[config.mk]
export PLATFORM = sky130hd
export DESIGN_NAME = motor_bridge_driver
export DESIGN_NICKNAME = d
export VERILOG_FILES = /design/src/rtl/motor_pkg.sv /design/src/rtl/motor_bridge_channel.sv /design/src/rtl/motor_bridge_driver.sv
export SDC_FILE = /design/constraint.sdc
export NUM_CORES = 1
export LEC_CHECK = 0
export BUFFER_PORTS_ARGS = -buffer_cell sky130_fd_sc_hd__buf_2
export CAP_MARGIN = 15
export CORE_UTILIZATION = 32
export DETAILED_ROUTE_END_ITERATION = 16
export PLACE_DENSITY = 0.51
export SYNTH_ARGS = -nofsm -noshare
export SYNTH_HDL_FRONTEND = slang
export SYNTH_SLANG_ARGS = --single-unit
[constraint.sdc]
create_clock -name clk -period 5.4 [get_ports clk]
set_clock_uncertainty 0.2 [all_clocks]
set_input_delay 0.81 -clock clk [delete_from_list [all_inputs] [get_ports clk]]
set_output_delay 0.81 -clock clk [all_outputs]
set_load 0.01 [all_outputs]
[src/rtl/motor_pkg.sv]
// Shared definitions for the motor bridge driver: direction codes, channel
// state encoding and channel indices.
package motor_pkg;

  localparam logic [1:0] DIR_COAST = 2'b00;
  localparam logic [1:0] DIR_FWD   = 2'b10;
  localparam logic [1:0] DIR_REV   = 2'b01;
  localparam logic [1:0] DIR_ILL   = 2'b11;

  localparam int CH_LEFT  = 1;
  localparam int CH_RIGHT = 0;

  typedef enum logic [1:0] {
    OFF  = 2'd0,
    DEAD = 2'd1,
    RAMP = 2'd2,
    RUN  = 2'd3
  } ch_state_t;

  function automatic logic is_drive(input logic [1:0] code);
    return (code == DIR_FWD) || (code == DIR_REV);
  endfunction

endpackage

[src/rtl/motor_bridge_channel.sv]
// One H-bridge side: OFF/DEAD/RAMP/RUN FSM, dead-time counter, ramp prescaler
// and duty register. Soft-start exists only when MOTOR_RAMP_EN is defined.
module motor_bridge_channel
  import motor_pkg::*;
#(
  parameter int PWM_BITS    = 8,
  parameter int DUTY_MAX    = 200,
  parameter int DEAD_CYCLES = 64,
  parameter int RAMP_STEP   = 4,
  parameter int RAMP_DIV    = 256
) (
  input  logic                clk,
  input  logic                rst_n,
  input  logic [1:0]          req,
  output ch_state_t           state,
  output logic [1:0]          pins,
  output logic [PWM_BITS-1:0] duty_next
);

  localparam int DW = $clog2(DEAD_CYCLES + 1);
  localparam logic [PWM_BITS-1:0] DUTY_RUN = PWM_BITS'(DUTY_MAX);

  if (DEAD_CYCLES < 1 || RAMP_DIV < 1 || RAMP_STEP < 1 || DUTY_MAX >= (1 << PWM_BITS))
  begin : g_param_check
    $error("motor_bridge_channel: parameter out of range");
  end

  ch_state_t           state_n;
  logic [1:0]          dir_q, dir_n;
  logic [PWM_BITS-1:0] duty_q;
  logic [DW-1:0]       dead_q, dead_n;
  logic [1:0]          pins_n;

`ifdef MOTOR_RAMP_EN
  localparam int PW = $clog2(RAMP_DIV + 1);
  logic [PW-1:0]     presc_q, presc_n;
  logic [PWM_BITS:0] duty_sum;

  // One extra bit so the step can never wrap past DUTY_MAX
  assign duty_sum = {1'b0, duty_q} + (PWM_BITS + 1)'(RAMP_STEP);
`endif

  always_comb begin
    state_n   = state;
    dir_n     = dir_q;
    duty_next = duty_q;
    dead_n    = dead_q;
`ifdef MOTOR_RAMP_EN
    presc_n   = presc_q;
`endif
    case (state)
      OFF: begin
        if (req != DIR_COAST) begin
          dir_n = req;
`ifdef MOTOR_RAMP_EN
          state_n   = RAMP;
          duty_next = '0;
          presc_n   = '0;
`else
          state_n   = RUN;
          duty_next = DUTY_RUN;
`endif
        end
      end
      DEAD: begin
        if (req == DIR_COAST) begin
          state_n = OFF;
          dir_n   = DIR_COAST;
        end else if (dead_q == DW'(1)) begin
          // Direction is taken from the request at exit, even if it reverted
          dir_n = req;
`ifdef MOTOR_RAMP_EN
          state_n   = RAMP;
          duty_next = '0;
          presc_n   = '0;
`else
          state_n   = RUN;
          duty_next = DUTY_RUN;
`endif
        end else begin
          dead_n = dead_q - DW'(1);
        end
      end
      default: begin
        if (req == DIR_COAST) begin
          state_n   = OFF;
          dir_n     = DIR_COAST;
          duty_next = '0;
        end else if (req != dir_q) begin
          state_n   = DEAD;
          duty_next = '0;
          dead_n    = DW'(DEAD_CYCLES);
        end
`ifdef MOTOR_RAMP_EN
        else if (state == RAMP) begin
          if (presc_q == PW'(RAMP_DIV - 1)) begin
            presc_n = '0;
            if (duty_sum >= {1'b0, DUTY_RUN}) begin
              duty_next = DUTY_RUN;
              state_n   = RUN;
            end else begin
              duty_next = duty_sum[PWM_BITS-1:0];
            end
          end else begin
            presc_n = presc_q + PW'(1);
          end
        end
`endif
      end
    endcase
    pins_n = ((state_n == RAMP) || (state_n == RUN)) ? dir_n : DIR_COAST;
  end

  always_ff @(posedge clk or negedge rst_n) begin
    if (!rst_n) begin
      state  <= OFF;
      dir_q  <= DIR_COAST;
      duty_q <= '0;
      dead_q <= '0;
      pins   <= DIR_COAST;
    end else begin
      state  <= state_n;
      dir_q  <= dir_n;
      duty_q <= duty_next;
      dead_q <= dead_n;
      pins   <= pins_n;
    end
  end

`ifdef MOTOR_RAMP_EN
  always_ff @(posedge clk or negedge rst_n) begin
    if (!rst_n) presc_q <= '0;
    else        presc_q <= presc_n;
  end
`endif

endmodule

[src/rtl/motor_bridge_driver.sv]
// Dual H-bridge driver: registered command inputs, shared PWM counter, two
// dead-time protected channels and sticky fault. Soft-start via MOTOR_RAMP_EN.
module motor_bridge_driver
  import motor_pkg::*;
#(
  parameter int PWM_BITS    = 8,
  parameter int DUTY_MAX    = 200,
  parameter int DEAD_CYCLES = 64,
  parameter int RAMP_STEP   = 4,
  parameter int RAMP_DIV    = 256
) (
  input  logic       clk,
  input  logic       rst_n,
  input  logic [3:0] motor_in,
  input  logic [1:0] motor_en,
  output logic [3:0] bridge_in,
  output logic [1:0] bridge_pwm,
  output logic [1:0] busy,
  output logic       fault
);

  logic [3:0]          dir_q;
  logic [1:0]          en_q;
  logic [PWM_BITS-1:0] pwm_cnt, pwm_cnt_n;
  logic [1:0]          ill;
  logic [1:0]          pwm_n;
  ch_state_t           ch_state [2];
  logic [PWM_BITS-1:0] duty_next [2];

  assign pwm_cnt_n = pwm_cnt + PWM_BITS'(1);

  for (genvar ch = 0; ch < 2; ch++) begin : g_ch
    logic [1:0] code;
    logic [1:0] req;

    assign code    = dir_q[2*ch+1 -: 2];
    assign req     = (en_q[ch] && is_drive(code)) ? code : DIR_COAST;
    assign ill[ch] = en_q[ch] && (code == DIR_ILL);

    motor_bridge_channel #(
      .PWM_BITS   (PWM_BITS),
      .DUTY_MAX   (DUTY_MAX),
      .DEAD_CYCLES(DEAD_CYCLES),
      .RAMP_STEP  (RAMP_STEP),
      .RAMP_DIV   (RAMP_DIV)
    ) u_channel (
      .clk      (clk),
      .rst_n    (rst_n),
      .req      (req),
      .state    (ch_state[ch]),
      .pins     (bridge_in[2*ch+1 -: 2]),
      .duty_next(duty_next[ch])
    );

    // Compare next counter against next duty so the registered pin equals
    // (pwm_cnt < duty) for the current register values
    assign pwm_n[ch] = (pwm_cnt_n < duty_next[ch]);
    assign busy[ch]  = (ch_state[ch] == DEAD) || (ch_state[ch] == RAMP);
  end

  always_ff @(posedge clk or negedge rst_n) begin
    if (!rst_n) begin
      dir_q      <= '0;
      en_q       <= '0;
      pwm_cnt    <= '0;
      bridge_pwm <= '0;
      fault      <= 1'b0;
    end else begin
      dir_q      <= motor_in;
      en_q       <= motor_en;
      pwm_cnt    <= pwm_cnt_n;
      bridge_pwm <= pwm_n;
      fault      <= fault | (|ill);
    end
  end

endmodule

==> metrics.txt, run 1 <==
outcome=completed; HP Class=flip-flop to flip-flop; Setup violations, final=0; full die area=0.0108 mm^2; CP required=5.49 ns; R2R Path Start=dir_q[3]; Unique masters post-synth=62; H-Tree Depth=3; FF/Latch Area=0.00148 mm^2; post-synth top area share=44.3%; cell area after synthesis=0.00333 mm^2; Avg WL per Cell=13.5 um; sequential area share after synthesis=44.3%; static leakage=0.00169 uW; ANT nets after route=0; syn_area_per_cell=9.83 um^2; CTS Buf Count=9; Detailed Place HPWL=4.80 mm; RSZ-0062 raised after global routing=false; Seq pwr share=37.5%; Crit path largest cell delay=0.50 ns; postcts setup bufs=0; crit path launch=dir_q[3]; core area=0.00995 mm^2; non-filler instance count after layout=496; Slew Limit Fails=0; initial antenna violation count=0; clock-pin slew on the worst setup and hold paths=0.07 ns; area occupied by multi-input gates=0.00173 mm^2; Synth area leaders=dfrtp_1 44%, ha_1 9.4%, nand2_1 3.4%; placed instance count=480; CTS sink cnt=59; antenna cells=0; Slew headroom=51.3%; clock share of power=24.7%; Top FF cell, synth=dfrtp_1; GRT overflow=0; maxcap violations=0; Vias/cell=5.14; io pins=17; Psw=698 uW; via count=2549; combinational fraction of design power=37.8%; switching share of total power=39.3%; DR pass1 iterations=5; most common cell after layout, fill and taps aside=dfrtp_1; Pwr Density=474 mW/mm^2; # fillers=977; crit path DAT=3.16 ns; clk_lat worst skew=0.35 ns; area grow syn2layout=12.4%; hold path start=g_ch[0].u_channel.duty_q[5]; DRC Markers=0; worst reg-to-reg path cell count=11; Die Ht=104 um; Worst setup endpoint=bridge_pwm[1]; Crit. End Element=flip-flop; maximum clock insertion buffer count=2; period utilization=56.8%; Synth area leader=dfrtp_1; # hold bufs at CTS=0; Critical Path Source Type=flip-flop; pin count of the biggest net entering global routing=60; fin nets=391; vias in the first global route=2346; Mapped Nets=372; FF-to-FF setup slack=2.34 ns; CTS tree=yes; routability congestion estimate=0.746; Least-Margin Pin Slew=0.731 ns; YS warnings=0; CP max stage cell=dfrtp_1; crit-path cells=ha_1 > and4b_1 > a22o_1 > a21oi_1 > nor2_1 > o22ai_1 > ha_1 > a21oi_1 > nand2_1 > a211oi_1 > o31a_1; first-pass GRT wire length=11.6 mm; CTS root buffer=clkbuf_8; layout cells sized above 1=11.3%; Post-Syn Instances=339; most frequent cells in the layout=59 x dfrtp_1, 30 x nand2_1, 27 x nor2_1; Synth Register Bits=59; Setup Crit Path Kind=flip-flop to flip-flop; total track usage=13.5%; Hold Fails Final Rpt=0; 1st-iter DRT viols=116; Max IR drop VDD=0.192 mV; Post-synth EDFFs=0; asr flop ratio synth=100%; Post-Route WL=6.68 mm; worst r2r dst=bridge_pwm[1]; Port-buffer cells=16; CP Max Fanout=12; starting density of the core=33.5%; Power Internal=1080 uW; post-cts sizing count=0; setup TNS=0 ns; Die X=104 um; post-layout min period=3.06 ns; row count=36; max frequency=0.326 GHz
[routing by layer]
metal / global-route usage (%) / up-vias / routed length, um
met5: 0 / - / 0
met4: 6.73 / 0 / 119
met3: 3.38 / 10 / 189
met1: 19.1 / 1210 / 3490
met2: 19.0 / 36 / 2890
li1: - / 1293 / -
[cells by family after synthesis]
| kind of cell | count (synthesis) | synth area share (%) |
|---|---|---|
| and+or+nand+nor | 116 | 17.9 |
| AOI/OAI and AO/OA | 95 | 20.6 |
| xor gates and xnor gates | 13 | 3.42 |
| DFF | 59 | 44.3 |
| muxes | 2 | 0.601 |
| adders and majority gates | 25 | 9.38 |
| buffers and inverters | 29 | 3.75 |
[power groups by stage]
stage	combinational, uW	clock, uW	sequential (uW)
global placement	668	0	672
finish	671	439	667
global route	766	473	685
detailed placement	671	0	674
floorplan	522	0	651
CTS	677	454	667
[synth_stat cells (all sizes together), types with 2 or more instances]
cell type and number:
dfrtp 59, o21ai 10, and3 3, a22oi 2, or4 3, o211ai 9
a211oi 7, nor2b 6, a21oi 21, a31oi 5, o31ai 3, nand3 11
inv 20, buf 4, xor2 7, ha 25, clkbuf 5, nand4 3
o22a 5, and2 10, mux2i 2, o22ai 5, nand2b 4, a22o 4
a221o 4, nor2 27, a221oi 2, nand2 30, or3 2, nor3 6
or2 2, nor4 3, and4 2, a21o 4, xnor2 6, o2111ai 3
[cell type report]
class,count,area share (%)
clock buffers,11,3.51
flip-flops and latches,59,39.4
well taps,133,4.44
clock inverters,5,2.07
multi-input cells,251,46.2
inverters,20,2.00
repair buffers,17,2.34
[how the worst min path moves through the flow]
stage               slack, ns  cells after the start                     endpoint
finish                   0.27                      2  g_ch[0].u_channel.duty_q[5]
global route             0.29                      2  g_ch[0].u_channel.duty_q[2]
CTS                      0.27                      2  g_ch[0].u_channel.duty_q[5]
detailed placement       0.26                      2  g_ch[0].u_channel.duty_q[5]
global placement         0.27                      2  g_ch[0].u_channel.duty_q[4]
floorplan                0.23                      2  g_ch[0].u_channel.duty_q[1]
[state kept, by name, summed over array words and instances, names as in the netlist, 2 cells and up]
signal                 cells
bridge_pwm                 2
dir_q                      4
en_q                       2
g_ch.u_channel.dead_q     14
g_ch.u_channel.dir_q       4
g_ch.u_channel.duty_q     16
g_ch.u_channel.pins        4
g_ch.u_channel.state       4
pwm_cnt                    8
[stage by stage]
| step | utilization, % | area [um^2] | total power [uW] | hold WS (ns) | worst slack (ns) |
|---|---|---|---|---|---|
| 2_1_floorplan | - | 3330 | 1170 | 0.233 | 2.63 |
| 3_3_place_gp | 35.5 | 3540 | 1340 | 0.270 | 2.37 |
| 3_5_place_dp | 35.5 | 3540 | 1350 | 0.257 | 2.40 |
| 4_1_cts | 37.6 | 3750 | 1800 | 0.274 | 2.37 |
| 5_1_grt | 37.6 | 3750 | 1920 | 0.292 | 2.13 |
| 6_report | 37.6 | 3750 | 1780 | 0.268 | 2.34 |
[worst max-delay path: cells and delay by family (launching register included)]
| family | cells | cell delay (ns) |
|---|---|---|
| AO/OA/AOI/OAI | 6 | 1.01 |
| AND/OR/NAND/NOR | 3 | 0.47 |
| flip-flops | 1 | 0.50 |
| adder cells (fa/ha/maj) | 2 | 0.80 |
Note: power is estimated with default switching activity, not from simulation.
==> run 2, diff against run 1 <==
- PLACE_DENSITY: 0.51 -> 0.53
- clock period: 5.4 -> 2.5 ns (I/O delays scaled with it)
==> metrics.txt, run 2 (same netlist as run 1, synthesis figures left out) <==
antenna cells=0 (unchanged); maxcap violations=0 (unchanged); worst r2r dst=bridge_pwm[0]; CTS tree=yes; 1st-iter DRT viols=108 (-6.9%); FF-to-FF setup slack=-0.10 ns (-2.44 ns); fin nets=466 (+19%); Die X=104 um (unchanged); most common cell after layout, fill and taps aside=buf_4; period utilization=104% (+47 points); Post-Place Cell Area=0.00406 mm^2 (+15%); clk_lat worst skew=0.34 ns (about the same); most frequent cells in the layout=68 x buf_4, 59 x dfrtp_1, 30 x nand2_1; DR pass1 iterations=6 (+1); Vias/cell=4.90 (-4.6%); # fillers=929 (-4.9%); area grow syn2layout=33.6%; Crit. End Element=flip-flop; M1 WL=3.75 mm (+7.5%); static leakage=0.00207 uW (+23%); vias in the first global route=2824 (+20%); largest reg by FF count=g_ch.u_channel.duty_q; routability congestion estimate=0.759 (+1.7%); R2R Path Start=g_ch[0].u_channel.dead_q[5]; Port-buffer cells=16 (unchanged); Pwr Density=1010 mW/mm^2 (+110%); total track usage=14.7% (+1.1 points); CP Max Fanout=4 (-8); via count=2800 (+9.8%); Largest register FFs=16 (unchanged); pre-CTS setup slack=-0.104 ns (-2.50 ns); layout cells sized above 1=29.0% (+18 points); Tot Pwr=4480 uW (+150%); CP max stage cell=or4_4; Setup Crit Path Kind=flip-flop to flip-flop; Crit path largest cell delay=0.54 ns (+0.04 ns); met2 wire length=3.34 mm (+16%); CP required=2.57 ns (-2.92 ns); placed instance count=543 (+13%); worst reg-to-reg path cell count=10 (-1); HP Class=flip-flop to flip-flop; Hold Crit Depth=2 (unchanged); ANT nets after route=0 (unchanged); non-filler instance count after layout=571 (+15%); post-layout min period=2.60 ns (-0.462 ns); largest registers=g_ch.u_channel.duty_q: 16 flops, g_ch.u_channel.dead_q: 14 flops, pwm_cnt: 8 flops; Slew headroom=62.2% (+11 points); Detailed Place HPWL=5.48 mm (+14%); Least-Margin Pin Slew=0.567 ns (-0.164 ns); Post-Route WL=7.40 mm (+11%); max frequency=0.384 GHz (+18%); Critical Path Source Type=flip-flop; DR top layer=met4; DRC Markers=0 (unchanged); maximum clock insertion buffer count=2 (unchanged); clock-pin slew on the worst setup and hold paths=0.07 ns (about the same); setup ws final=-0.103 ns (-2.44 ns); crit path DAT=2.67 ns (-0.49 ns); Max IR drop VDD=0.613 mV (+220%); CTS sink cnt=59 (unchanged); crit-path cells=or4_4 > or2_4 > nor2_4 > o22a_1 > o22ai_2 > ha_1 > a21o_1 > a21oi_2 > nand2_1 > o21ai_1; Die Ht=104 um (unchanged); starting density of the core=33.5% (unchanged); CTS Buf Count=9 (unchanged); io pins=17 (unchanged); initial antenna violation count=0 (unchanged); post-route design area=0.00445 mm^2 (+19%); GRT overflow=0 (unchanged); row count=36 (unchanged); Hold Fails Final Rpt=0 (unchanged); WL met3=197 um (+4.2%); H-Tree Depth=3 (unchanged); CTS root buffer=clkbuf_8; Setup violations, final=2 (+2); RSZ-0062 raised after global routing=true; outcome=complete, but fails checks; core area=0.00995 mm^2 (unchanged); setup TNS=-0.193 ns (-0.193 ns); Avg WL per Cell=13.0 um (-3.8%); pin count of the biggest net entering global routing=37 (-38%); hold path start=g_ch[0].u_channel.duty_q[2]; full die area=0.0108 mm^2 (unchanged); first-pass GRT wire length=12.9 mm (+12%); Slew Limit Fails=0 (unchanged); failing checks=negative setup slack; end of the worst hold path=g_ch[0].u_channel.duty_q[2]
run 2: how the worst max path moves through the flow:
| stage | endpoint | start |
|---|---|---|
| final | bridge_pwm[0] | g_ch[0].u_channel.dead_q[5] |
| after global routing | bridge_pwm[1] | dir_q[2] |
| after CTS | bridge_pwm[1] | dir_q[3] |
| after detailed placement | bridge_pwm[0] | g_ch[0].u_channel.dead_q[5] |
| after global placement | bridge_pwm[0] | dir_q[0] |
| after floorplan | bridge_pwm[0] | g_ch[0].u_channel.dead_q[3] |
run 2: layout make-up:
cell class,instances,area (um^2),area share [%]
clock buffers,12,155,3.48
multi-input cells,251,1830,41.0
repair buffers,92,681,15.3
well taps,133,166,3.74
clock inverters,4,72.6,1.63
flip-flops and latches,59,1480,33.2
inverters,20,75.1,1.69
run 2: timing repair:
action,CTS,global route
setup buffers,1,4
endpoints found under the hold margin,29,0
setup endpoints to repair,2,4
hold buffers,7,0
pin swaps,15,10
cloned,0,0
gates resized for setup,5,8
run 2: critical path, delay by kind of cell (launching register included):
| kind | cells | cell delay (ns) |
|---|---|---|
| AO/OA/AOI/OAI | 5 | 0.70 |
| adder cells (fa/ha/maj) | 1 | 0.30 |
| flip-flops | 1 | 0.38 |
| AND/OR/NAND/NOR | 4 | 0.96 |
run 2: routing by layer:
metal / vias to the layer above / global-route usage [%]
li1: 1437 / -
met1: 1306 / 19.6
met4: 0 / 6.73
met3: 9 / 1.88
met5: - / 0
met2: 48 / 23.7
run 2: through the flow:
stage               hold WS [ns]  utilization (%)
detailed placement         0.209             40.8
finish                     0.262             44.7
floorplan                 -0.121                -
global placement           0.198             40.8
global route               0.300             44.7
CTS                        0.272             44.1
run 2: power by group:
group | switching [uW] | internal, uW | total [uW]
combinational | 1080 | 1020 | 2100
sequential | 195 | 1190 | 1390
clock | 388 | 615 | 1000
total | 1660 | 2820 | 4480
